[config.mk]
export PLATFORM = sky130hd
export DESIGN_NAME = alu_issue_reg
export DESIGN_NICKNAME = d
export VERILOG_FILES = /design/src/rtl/alu_issue_reg.sv
export SDC_FILE = /design/constraint.sdc
export NUM_CORES = 1
export LEC_CHECK = 0
export CAP_MARGIN = 40
export CORE_ASPECT_RATIO = 1.1
export CORE_MARGIN = 4
export CORE_UTILIZATION = 50
export CTS_BUF_LIST = sky130_fd_sc_hd__clkbuf_16
export DETAILED_ROUTE_END_ITERATION = 8
export PLACE_DENSITY_LB_ADDON = 0.2
export SETUP_SLACK_MARGIN = 0.02
export SYNTH_ARGS = -nofsm -noshare
export SYNTH_HDL_FRONTEND = slang
export SYNTH_SLANG_ARGS = --single-unit
export TNS_END_PERCENT = 50
[constraint.sdc]
create_clock -name clk -period 1.9 [get_ports clk]
set_clock_uncertainty 0.1 [all_clocks]
set_input_delay 0.285 -clock clk [delete_from_list [all_inputs] [get_ports clk]]
set_output_delay 0.285 -clock clk [all_outputs]
set_load 0.02 [all_outputs]
[src/rtl/alu_issue_reg.sv]
// Registered ALU issue stage: decodes funct3/funct7_5 into one-hot ALU selects and
// muxes operand_b, with a 1-entry skid buffer so in_ready comes straight from a flop.
module alu_issue_reg #(
   parameter int WIDTH = 32
) (
   input  logic             clk,
   input  logic             rst_n,
   input  logic             in_valid,
   output logic             in_ready,
   input  logic             in_is_rtype,
   input  logic [2:0]       in_funct3,
   input  logic             in_funct7_5,
   input  logic [WIDTH-1:0] in_rs1_data,
   input  logic [WIDTH-1:0] in_rs2_data,
   input  logic [WIDTH-1:0] in_imm,
   input  logic [4:0]       in_rd,
   input  logic             in_reg_write,
   input  logic             flush,
   output logic             out_valid,
   input  logic             out_ready,
   output logic [WIDTH-1:0] operand_a,
   output logic [WIDTH-1:0] operand_b,
   output logic             alu_sel_add,
   output logic             alu_sel_sub,
   output logic             alu_sel_and,
   output logic             alu_sel_or,
   output logic             alu_sel_slt,
   output logic [4:0]       out_rd,
   output logic             out_reg_write,
   output logic             out_illegal
);

   typedef struct packed {
      logic             sel_add;
      logic             sel_sub;
      logic             sel_and;
      logic             sel_or;
      logic             sel_slt;
      logic             illegal;
      logic             reg_write;
      logic [4:0]       rd;
      logic [WIDTH-1:0] a;
      logic [WIDTH-1:0] b;
   } op_t;

   op_t  dec_op;
   op_t  main_op;
   op_t  skid_op;
   logic main_valid;
   logic skid_valid;
   logic accept;
   logic drain;

   // NOTE: every field is given a default first so no path through the case leaves a latch.
   always_comb begin
      dec_op    = '0;
      dec_op.a  = in_rs1_data;
      dec_op.b  = in_is_rtype ? in_rs2_data : in_imm;
      dec_op.rd = in_rd;
      case (in_funct3)
         3'b000:  begin
            if (in_is_rtype && in_funct7_5) dec_op.sel_sub = 1'b1;
            else                            dec_op.sel_add = 1'b1;
         end
         3'b111:  dec_op.sel_and = 1'b1;
         3'b110:  dec_op.sel_or  = 1'b1;
         3'b010:  dec_op.sel_slt = 1'b1;
         default: dec_op.illegal = 1'b1;
      endcase
      // Bit 30 is only meaningful for ADD/SUB among the supported R-type ops.
      if (in_is_rtype && in_funct7_5 && in_funct3 != 3'b000) begin
         dec_op.sel_and = 1'b0;
         dec_op.sel_or  = 1'b0;
         dec_op.sel_slt = 1'b0;
         dec_op.illegal = 1'b1;
      end
      dec_op.reg_write = in_reg_write & ~dec_op.illegal;
   end

   assign in_ready = ~skid_valid;
   assign accept   = in_valid & in_ready & ~flush;
   assign drain    = main_valid & out_ready;

   // NOTE: payload registers are reset too, so every output reads 0 until the first accept.
   always_ff @(posedge clk or negedge rst_n) begin
      if (!rst_n) begin
         main_valid <= 1'b0;
         skid_valid <= 1'b0;
         main_op    <= '0;
         skid_op    <= '0;
      end else if (flush) begin
         main_valid <= 1'b0;
         skid_valid <= 1'b0;
      end else if (!main_valid || drain) begin
         // NOTE: non-blocking assignments so main and skid all update from pre-edge values.
         if (skid_valid) begin
            main_op    <= skid_op;
            main_valid <= 1'b1;
            skid_valid <= 1'b0;
         end else if (accept) begin
            main_op    <= dec_op;
            main_valid <= 1'b1;
         end else begin
            main_valid <= 1'b0;
         end
      end else if (accept) begin
         skid_op    <= dec_op;
         skid_valid <= 1'b1;
      end
   end

   assign out_valid     = main_valid;
   assign operand_a     = main_op.a;
   assign operand_b     = main_op.b;
   assign out_rd        = main_op.rd;
   assign out_reg_write = main_op.reg_write;
   assign out_illegal   = main_op.illegal;
   assign alu_sel_add   = main_valid & main_op.sel_add;
   assign alu_sel_sub   = main_valid & main_op.sel_sub;
   assign alu_sel_and   = main_valid & main_op.sel_and;
   assign alu_sel_or    = main_valid & main_op.sel_or;
   assign alu_sel_slt   = main_valid & main_op.sel_slt;

endmodule

==> flow_summary.json, run 1 <==
{
  "grt_setup_unrepaired": "false",
  "synthToLayoutAreaGrowth_pct": 31.0,
  "pin_count": 190,
  "critPathKind": "flop to output pin",
  "grt_busiest_layer": "met2",
  "slowest_stage": "dfrtp_4",
  "start_util_pct": 51.0,
  "grt_pass1_vias": 5623,
  "fin_util_pct": 66.7,
  "cts_max_level": 4,
  "netlist_instances": 665,
  "synth_top_area_share_pct": 50.4,
  "met2_usage_pct": 36.2,
  "grt_util_met1_pct": 25.4,
  "clockBufferDepth": 2,
  "cp_top_family": "flip-flops",
  "row_count": 47,
  "fill_cells": 1102,
  "synth.ff_latch_count": 154,
  "synthArstFlopShare_pct": 100,
  "synth_seq_area_share_pct": 50.4,
  "fp.dieW_um": 126,
  "irDropWorstVdd_mv": 0.558,
  "finalPower_mw": 10.3,
  "die_y_um": 138,
  "status": "finished clean",
  "cp-start-kind": "flop",
  "post_cts_buffers": 0,
  "final_nets": 902,
  "vias": 5275,
  "p_leak_nw": 4.51,
  "clock-sinks": 154,
  "fin_crit_ns": 1.80,
  "final_area_um2": 10000,
  "avgViaCountPerCell": 5.29,
  "synth_fp_nets": 777,
  "placed_cell_area_um2": 9400,
  "path_clk_slew_ns": 0.06,
  "grt-ovfl-total": 0,
  "setup_viol": 0,
  "grtUsageMet3_pct": 5.97,
  "worstPathRequired_ns": 1.51,
  "die_area_um2": 17300,
  "hold_class": "input pin to flop",
  "ys.flop_type": "dfrtp_1",
  "synth_area_leaders": "dfrtp_1 (50%), mux2i_1 (13%), mux2_2 (10%)",
  "grt_antenna_before_repair": 0,
  "grt_max_degree": 54,
  "dp_hpwl_um": 12500,
  "cts_tree": "done",
  "wire_per_inst_um": 17.7,
  "worstPathArrival_ns": 1.42,
  "worst_slew_pin_slew_ns": 0.594,
  "ys_warn_count": 0,
  "multi_input_area_um2": 2940,
  "drive_gt1_share_pct": 17.6,
  "synthTopCellsByCount": "dfrtp_1 (154), o21ai_0 (106), mux2i_1 (99), buf_4 (76), mux2_2 (70)",
  "max_slew_margin_pct": 59.4,
  "syn-cell-area_um2": 7640,
  "yosysTopAreaCell": "dfrtp_1",
  "gp_congestion": 0.786,
  "ant_nets": 0,
  "synth_edf_count": 0,
  "worstPathMaxFanout": 11,
  "holdWs_ns": 0.236,
  "post-place-cells": 966,
  "p_per_area_nw_per_um2": 1030,
  "crit_buf_inv": 2,
  "portBuffers": 189,
  "post-place-ws_ns": -0.177,
  "wl_um": 17700,
  "setup_slack_ns": 0.100,
  "drc": 0,
  "instances_no_fill": 997,
  "slew_viol_final": 0,
  "insertion_delay_ns": 0.41,
  "avgSynthCellArea_um2": 11.5,
  "max-cap-violations": 0,
  "cp-end-kind": "output pin",
  "grt_usage_pct": 20.8,
  "slowest_delay_ns": 0.57,
  "finalHoldViolations": 0,
  "fmax_mhz": 556,
  "cts_buffers": 17,
  "drtIter0Drc": 290,
  "diodes": 0,
  "grt_first_pass_wirelength_um": 28800,
  "firstDrtPassIters": 6,
  "r2r_setup_slack_ns": 0.20,
  "min_period_over_period_pct": 94.7,
  "core_area_um2": 15000,
  "ys_types": 35,
  "fin_setup_tns_ns": 0,
  "yosysMostFrequentCell": "dfrtp_1",
  "root_buffer": "clkbuf_16",
  "path_cells": "inv_2 -> dlygate4sd2_1",
  "regArea_um2": 3860
}
-- worst paths after layout --
| kind | from | to | cells past startpoint |
|---|---|---|---|
| min in group asynchronous | rst_n | operand_b[2] | 2 |
| worst max register to register | out_valid | skid_op[15] | 5 |
| worst min-delay path | in_is_rtype | main_op[74] | 4 |
| max in group asynchronous | rst_n | skid_op[70] | 3 |
| worst max-delay path | skid_valid | in_ready | 2 |
| worst min register to register | operand_b[10] | operand_b[10] | 1 |
-- layout by cell type (no fill, tap or decap), types with 2 or more instances in the layout --
cell	instances
clkinv_2	3
bufinv_16	5
a2bb2oi_1	2
mux2i_1	99
a211oi_1	2
nand3_1	2
mux2_2	70
dfrtp_1	152
mux2_4	10
and2_1	5
o21ai_0	106
nand2_1	33
nand2b_1	3
nor2b_1	3
dlygate4sd2_1	7
nor2_1	5
o21ai_1	4
clkbuf_16	17
inv_1	31
a31oi_1	3
clkdlybuf4s50_1	180
clkinv_1	4
nand4_1	6
buf_12	12
buf_4	15
a21oi_1	4
-- metal layers --
metal	vias to the layer above	part of all wire [%]
li1	2477	-
met1	2627	41
met2	154	52
met3	17	6.0
met4	0	0.92
met5	-	0
-- flip-flops by register name, indices dropped and copies added (netlist names) --
| register | count |
|---|---|
| out_reg_write | 1 |
| operand_a | 32 |
| out_rd | 5 |
| out_valid | 1 |
| main_op | 5 |
| operand_b | 32 |
| skid_valid | 1 |
| skid_op | 76 |
| out_illegal | 1 |
-- layout make-up --
| cell class | instances | area share [%] |
|---|---|---|
| sequential | 154 | 38.6 |
| multi-input combinational | 369 | 29.3 |
| timing repair buffer | 217 | 22.4 |
| clock buffer | 17 | 4.25 |
| tap | 196 | 2.45 |
| clock inverter | 13 | 1.84 |
| inverter | 31 | 1.16 |
-- logic make-up after synthesis --
| kind of cell | synth area share (%) |
|---|---|
| DFF | 50.4 |
| buffers and inverters | 11.1 |
| muxes | 25.4 |
| and+or+nand+nor | 4.29 |
| AOI/OAI and AO/OA | 8.74 |
-- worst reg2reg max path: cells and delay by family, from the launching register on --
family,cells,cell delay (ns)
buffers and inverters,2,0.41
AND/OR/NAND/NOR,2,0.41
flip-flops,1,0.46
multiplexers,1,0.24
-- power by group --
part	total, mW	switching (mW)	internal (mW)
clock network	3.52	1.24	2.28
registers	4.39	0.395	3.99
logic	2.37	1.07	1.29
-- timing repair --
item                                    4_1_cts  5_1_grt
hold endpoints to repair                     49        0
hold buffers                                  1        0
endpoints found under the setup margin        7        0
gates resized for setup                       8        0
(Power assumes the default switching activity.)
==> inputs of run 2 (changes only) <==
--- a/config.mk
+++ b/config.mk
@@ -7,7 +7,7 @@
 export LEC_CHECK = 0
 export CAP_MARGIN = 40
 export CORE_ASPECT_RATIO = 1.1
-export CORE_MARGIN = 4
+export CORE_MARGIN = 8
 export CORE_UTILIZATION = 50
 export CTS_BUF_LIST = sky130_fd_sc_hd__clkbuf_16
 export DETAILED_ROUTE_END_ITERATION = 8
==> run 2 against run 1 <==
Effect of this change:
- cell area fell by 0.11%
- sequential share of layout area hardly changed
- non-clock buffer count increased by 3
- worst hold slack lost 0.0064 ns
- setup slack worse by 0.0030 ns
- sequential power about the same
- critical path type unchanged
==> flow_summary.json, run 2 (synthesis results as in run 1) <==
{
  "synthToLayoutAreaGrowth_pct": 30.8,
  "slowest_delay_ns": 0.64,
  "row_count": 47,
  "drive_gt1_share_pct": 17.5,
  "drc": 0,
  "crit_buf_inv": 1,
  "clock-sinks": 154,
  "ant_nets": 0,
  "grt_max_degree": 61,
  "final_nets": 905,
  "cp-start-kind": "flop",
  "p_per_area_nw_per_um2": 1030,
  "grt_first_pass_wirelength_um": 30400,
  "worstPathArrival_ns": 1.42,
  "top_register": "skid_op",
  "root_buffer": "clkbuf_16",
  "fp.dieW_um": 134,
  "final_common_cell": "clkdlybuf4s50_1",
  "grt_pass1_vias": 5825,
  "worstPathMaxFanout": 2,
  "final_cell_mix": "clkdlybuf4s50_1 (180), dfrtp_1 (152), o21ai_0 (106)",
  "min_period_over_period_pct": 94.9,
  "grt_setup_unrepaired": "false",
  "status": "finished clean",
  "finalHoldViolations": 0,
  "path_clk_slew_ns": 0.06,
  "finalPower_mw": 10.3,
  "setup_viol": 0,
  "vias": 5310,
  "firstDrtPassIters": 4,
  "cts_tree": "done",
  "p_leak_nw": 4.52,
  "cts_max_level": 4,
  "die_y_um": 146,
  "critPathKind": "flop to output pin",
  "hold_class": "input pin to async pin",
  "cp_top_family": "buffers and inverters",
  "grt-ovfl-total": 0,
  "pin_count": 190,
  "wire_per_inst_um": 18.2,
  "drtIter0Drc": 260,
  "wl_um": 18300,
  "max_slew_margin_pct": 59.0,
  "gp_congestion": 0.784,
  "avgViaCountPerCell": 5.30,
  "die_area_um2": 19500,
  "cts_buffers": 17,
  "worst_slew_pin_slew_ns": 0.600,
  "fin_setup_tns_ns": 0,
  "portBuffers": 189,
  "fill_cells": 1163,
  "fmax_mhz": 555,
  "clockBufferDepth": 2,
  "holdWs_ns": 0.229,
  "diodes": 0,
  "max-cap-violations": 0,
  "slowest_stage": "clkdlybuf4s50_1",
  "insertion_delay_ns": 0.41,
  "worstPathRequired_ns": 1.51,
  "fin_crit_ns": 1.80,
  "grt_usage_pct": 19.4,
  "core_area_um2": 15000,
  "irDropWorstVdd_mv": 0.571,
  "dp_hpwl_um": 13300,
  "grt_antenna_before_repair": 1,
  "cp-end-kind": "output pin",
  "instances_no_fill": 1002,
  "slew_viol_final": 0,
  "largest_register_ff_count": 76,
  "path_cells": "clkdlybuf4s50_1",
  "post-place-cells": 969,
  "start_util_pct": 51.0
}
## run 2: through the flow
stage          setup slack [ns]  util (%)  cell area, um^2
6_report                 0.0970      66.7            10000
4_1_cts                  0.0741      66.7            10000
2_1_floorplan             0.145         -             7640
5_1_grt                  0.0327      66.7            10000
3_5_place_dp             -0.144      62.6             9380
3_3_place_gp             -0.107      62.6             9380
## run 2: power breakdown
group	internal [mW]	total, mW	switching [mW]
clock network	2.28	3.54	1.26
logic	1.29	2.37	1.09
registers	3.99	4.38	0.383
total	7.56	10.3	2.73
## run 2: worst paths after layout
path                       slack, ns             to  cells past startpoint           from
max reg2reg                     0.23     skid_op[9]                      5      out_valid
min in group clk                0.37    skid_op[28]                      3    in_is_rtype
max                              0.1  operand_a[22]                      1  operand_a[22]
min                             0.23   operand_b[9]                      2          rst_n
max in group asynchronous       0.82  operand_a[11]                      3          rst_n
min reg2reg                     0.38  operand_b[21]                      1  operand_b[21]
## run 2: layer usage
metal	up-vias	GRT usage (%)	share of wire, %
li1	2491	-	-
met1	2643	22.8	40
met2	153	32.7	51
met3	21	6.01	7.4
met4	2	6.41	1.5
met5	-	0	0.060
## run 2: timing repair
action                                  CTS  global route
setup buffers                             0             0
hold endpoints to repair                 40             0
resized for setup                         8             0
hold buffers                              1             0
endpoints found under the setup margin    7             0
## run 2: area by class of cell
class / instances / area [um^2] / area share, %
multi-input combinational: 369 / 2940 / 29.4
sequential: 154 / 3860 / 38.6
inverter: 31 / 116 / 1.16
tap: 196 / 245 / 2.45
clock buffer: 17 / 425 / 4.26
clock inverter: 15 / 188 / 1.88
timing repair buffer: 220 / 2230 / 22.3
==> inputs of run 3 (changes only) <==
--- a/config.mk
+++ b/config.mk
@@ -11,6 +11,7 @@
 export CORE_UTILIZATION = 50
 export CTS_BUF_LIST = sky130_fd_sc_hd__clkbuf_16
 export DETAILED_ROUTE_END_ITERATION = 8
+export GPL_ROUTABILITY_DRIVEN = 1
 export PLACE_DENSITY_LB_ADDON = 0.2
 export SETUP_SLACK_MARGIN = 0.02
 export SYNTH_ARGS = -nofsm -noshare
==> constraint.sdc (replaced) <==
create_clock -name clk -period 1.7 [get_ports clk]
set_clock_uncertainty 0.1 [all_clocks]
set_input_delay 0.255 -clock clk [delete_from_list [all_inputs] [get_ports clk]]
set_output_delay 0.255 -clock clk [all_outputs]
set_load 0.02 [all_outputs]
==> run 3 against run 2 <==
Effect of this change:
- global-route usage rose by 0.087 points
- largest power group unchanged
- first-iteration DRC count fell by 19%
- non-clock buffer count rose by 14
- sequential power rose by 12%
- clock power rose by 18%
- die area did not move
- cell count rose by 1.4%
- sequential cell count did not move
- utilization rose by 1.1 points
- sequential share of layout area fell by 0.60 points
- register-to-register slack got worse by 0.17 ns
==> flow_summary.json, run 3 (synthesis results as in run 1) <==
{
  "row_count": 47,
  "grt_pass1_vias": 5954,
  "instances_no_fill": 1016,
  "largest_register_ff_count": 76,
  "final_common_cell": "dfrtp_1",
  "finalPower_mw": 11.5,
  "worstPathRequired_ns": 1.34,
  "max-cap-violations": 0,
  "die_y_um": 146,
  "final_cell_mix": "dfrtp_1 (152), clkdlybuf4s50_1 (109), o21ai_0 (105)",
  "path_clk_slew_ns": 0.06,
  "finalHoldViolations": 0,
  "avgViaCountPerCell": 5.23,
  "drtIter0Drc": 211,
  "final_nets": 919,
  "cts_tree": "done",
  "grt_util_met1_pct": 22.4,
  "fp.dieW_um": 134,
  "met2_usage_pct": 33.4,
  "r2r-end": "skid_op[55]",
  "p_per_area_nw_per_um2": 1140,
  "cp-end-kind": "output pin",
  "max_slew_margin_pct": 64.0,
  "irDropWorstVdd_mv": 0.675,
  "cp-start-kind": "flop",
  "portBuffers": 189,
  "grt_setup_unrepaired": "true",
  "grt-ovfl-total": 0,
  "cts_max_level": 4,
  "pin_count": 190,
  "clockBufferDepth": 2,
  "drive_gt1_share_pct": 20.6,
  "fmax_mhz": 607,
  "critPathKind": "flop to output pin",
  "fin_setup_tns_ns": 0,
  "slew_viol_final": 0,
  "worstPathMaxFanout": 7,
  "timing.rr.start": "out_valid",
  "core_area_um2": 15000,
  "grt_first_pass_wirelength_um": 30600,
  "start_util_pct": 51.0,
  "ant_nets": 0,
  "worst_slew_pin_slew_ns": 0.527,
  "setup_viol": 0,
  "vias": 5309,
  "gp_congestion": 0.750,
  "min_period_over_period_pct": 96.8,
  "r2r_setup_slack_ns": 0.06,
  "clock-sinks": 154,
  "root_buffer": "clkbuf_16",
  "fin_crit_ns": 1.65,
  "insertion_delay_ns": 0.41,
  "drc": 0,
  "fill_cells": 1171,
  "status": "finished clean",
  "worstPathArrival_ns": 1.29,
  "r2r_cells": 4,
  "die_area_um2": 19500,
  "diodes": 0,
  "wl_um": 18700,
  "post-place-cells": 980,
  "synthToLayoutAreaGrowth_pct": 32.9,
  "wire_per_inst_um": 18.4,
  "grtUsageMet3_pct": 5.42,
  "grt_max_degree": 57,
  "grt_antenna_before_repair": 0,
  "grt_busiest_layer": "met2",
  "top_register": "skid_op",
  "grt_usage_pct": 19.4,
  "firstDrtPassIters": 5,
  "dp_hpwl_um": 13500,
  "hold_class": "input pin to async pin",
  "cts_buffers": 17,
  "p_leak_nw": 4.76
}
-- run 3: cell count changes in the layout (fill, tap and decap cells not counted), moves of 5 or more --
cell / previous run / this run
clkdlybuf4s15_2: 0 / 5
clkdlybuf4s50_1: 180 / 109
dlygate4sd2_1: 7 / 71
buf_4: 21 / 28
clkinv_1: 8 / 3
-- run 3: final cells by class --
| type | count | area (um^2) | area share [%] |
|---|---|---|---|
| flip-flops and latches | 154 | 3860 | 38.0 |
| multi-input cells | 369 | 2940 | 29.0 |
| repair buffers | 234 | 2340 | 23.1 |
| clock buffers | 17 | 425 | 4.19 |
| well taps | 196 | 245 | 2.41 |
| clock inverters | 15 | 229 | 2.25 |
| inverters | 31 | 116 | 1.15 |
-- run 3: repair_timing --
action | CTS | global route
hold buffers | 1 | 0
hold endpoints to repair | 120 | 0
setup endpoints to repair | 108 | 57
setup buffers | 1 | 0
gates cloned | 0 | 2
resized for setup | 94 | 7
-- run 3: layer usage --
layer,part of all wire (%),vias up,routed length (um)
met4,2.2,0,420
met2,50,151,9340
met5,0,-,0
met1,42,2612,7800
li1,-,2515,-
met3,5.9,31,1110
-- run 3: critical path: stages, from the launching register on --
cell and delay (ns):
dfrtp_2 0.44, and2_1 0.18, clkdlybuf4s15_2 0.26
-- run 3: power breakdown --
| part | internal [mW] | switching [mW] | total (mW) |
|---|---|---|---|
| clock | 2.73 | 1.44 | 4.17 |
| sequential | 4.46 | 0.427 | 4.89 |
| combinational | 1.25 | 1.22 | 2.47 |
-- run 3: through the flow --
stage	instance area, um^2	hold slack [ns]	setup slack (ns)	util, %
final	10200	0.196	0.0537	67.7
after floorplan	7650	-0.141	-0.00584	-
after CTS	10100	0.195	-0.0134	67.3
after detailed placement	9490	0.0603	-0.321	63.3
after global placement	9490	0.0599	-0.257	63.3
after global routing	10200	0.204	0.000782	67.7
-- run 3: worst max path at each step --
stage,startpoint,end
finish,out_valid,alu_sel_slt
global route,out_valid,operand_b[0]
CTS,skid_valid,in_ready
detailed placement,out_ready,skid_op[9]
global placement,out_ready,skid_op[12]
floorplan,out_valid,operand_b[10]
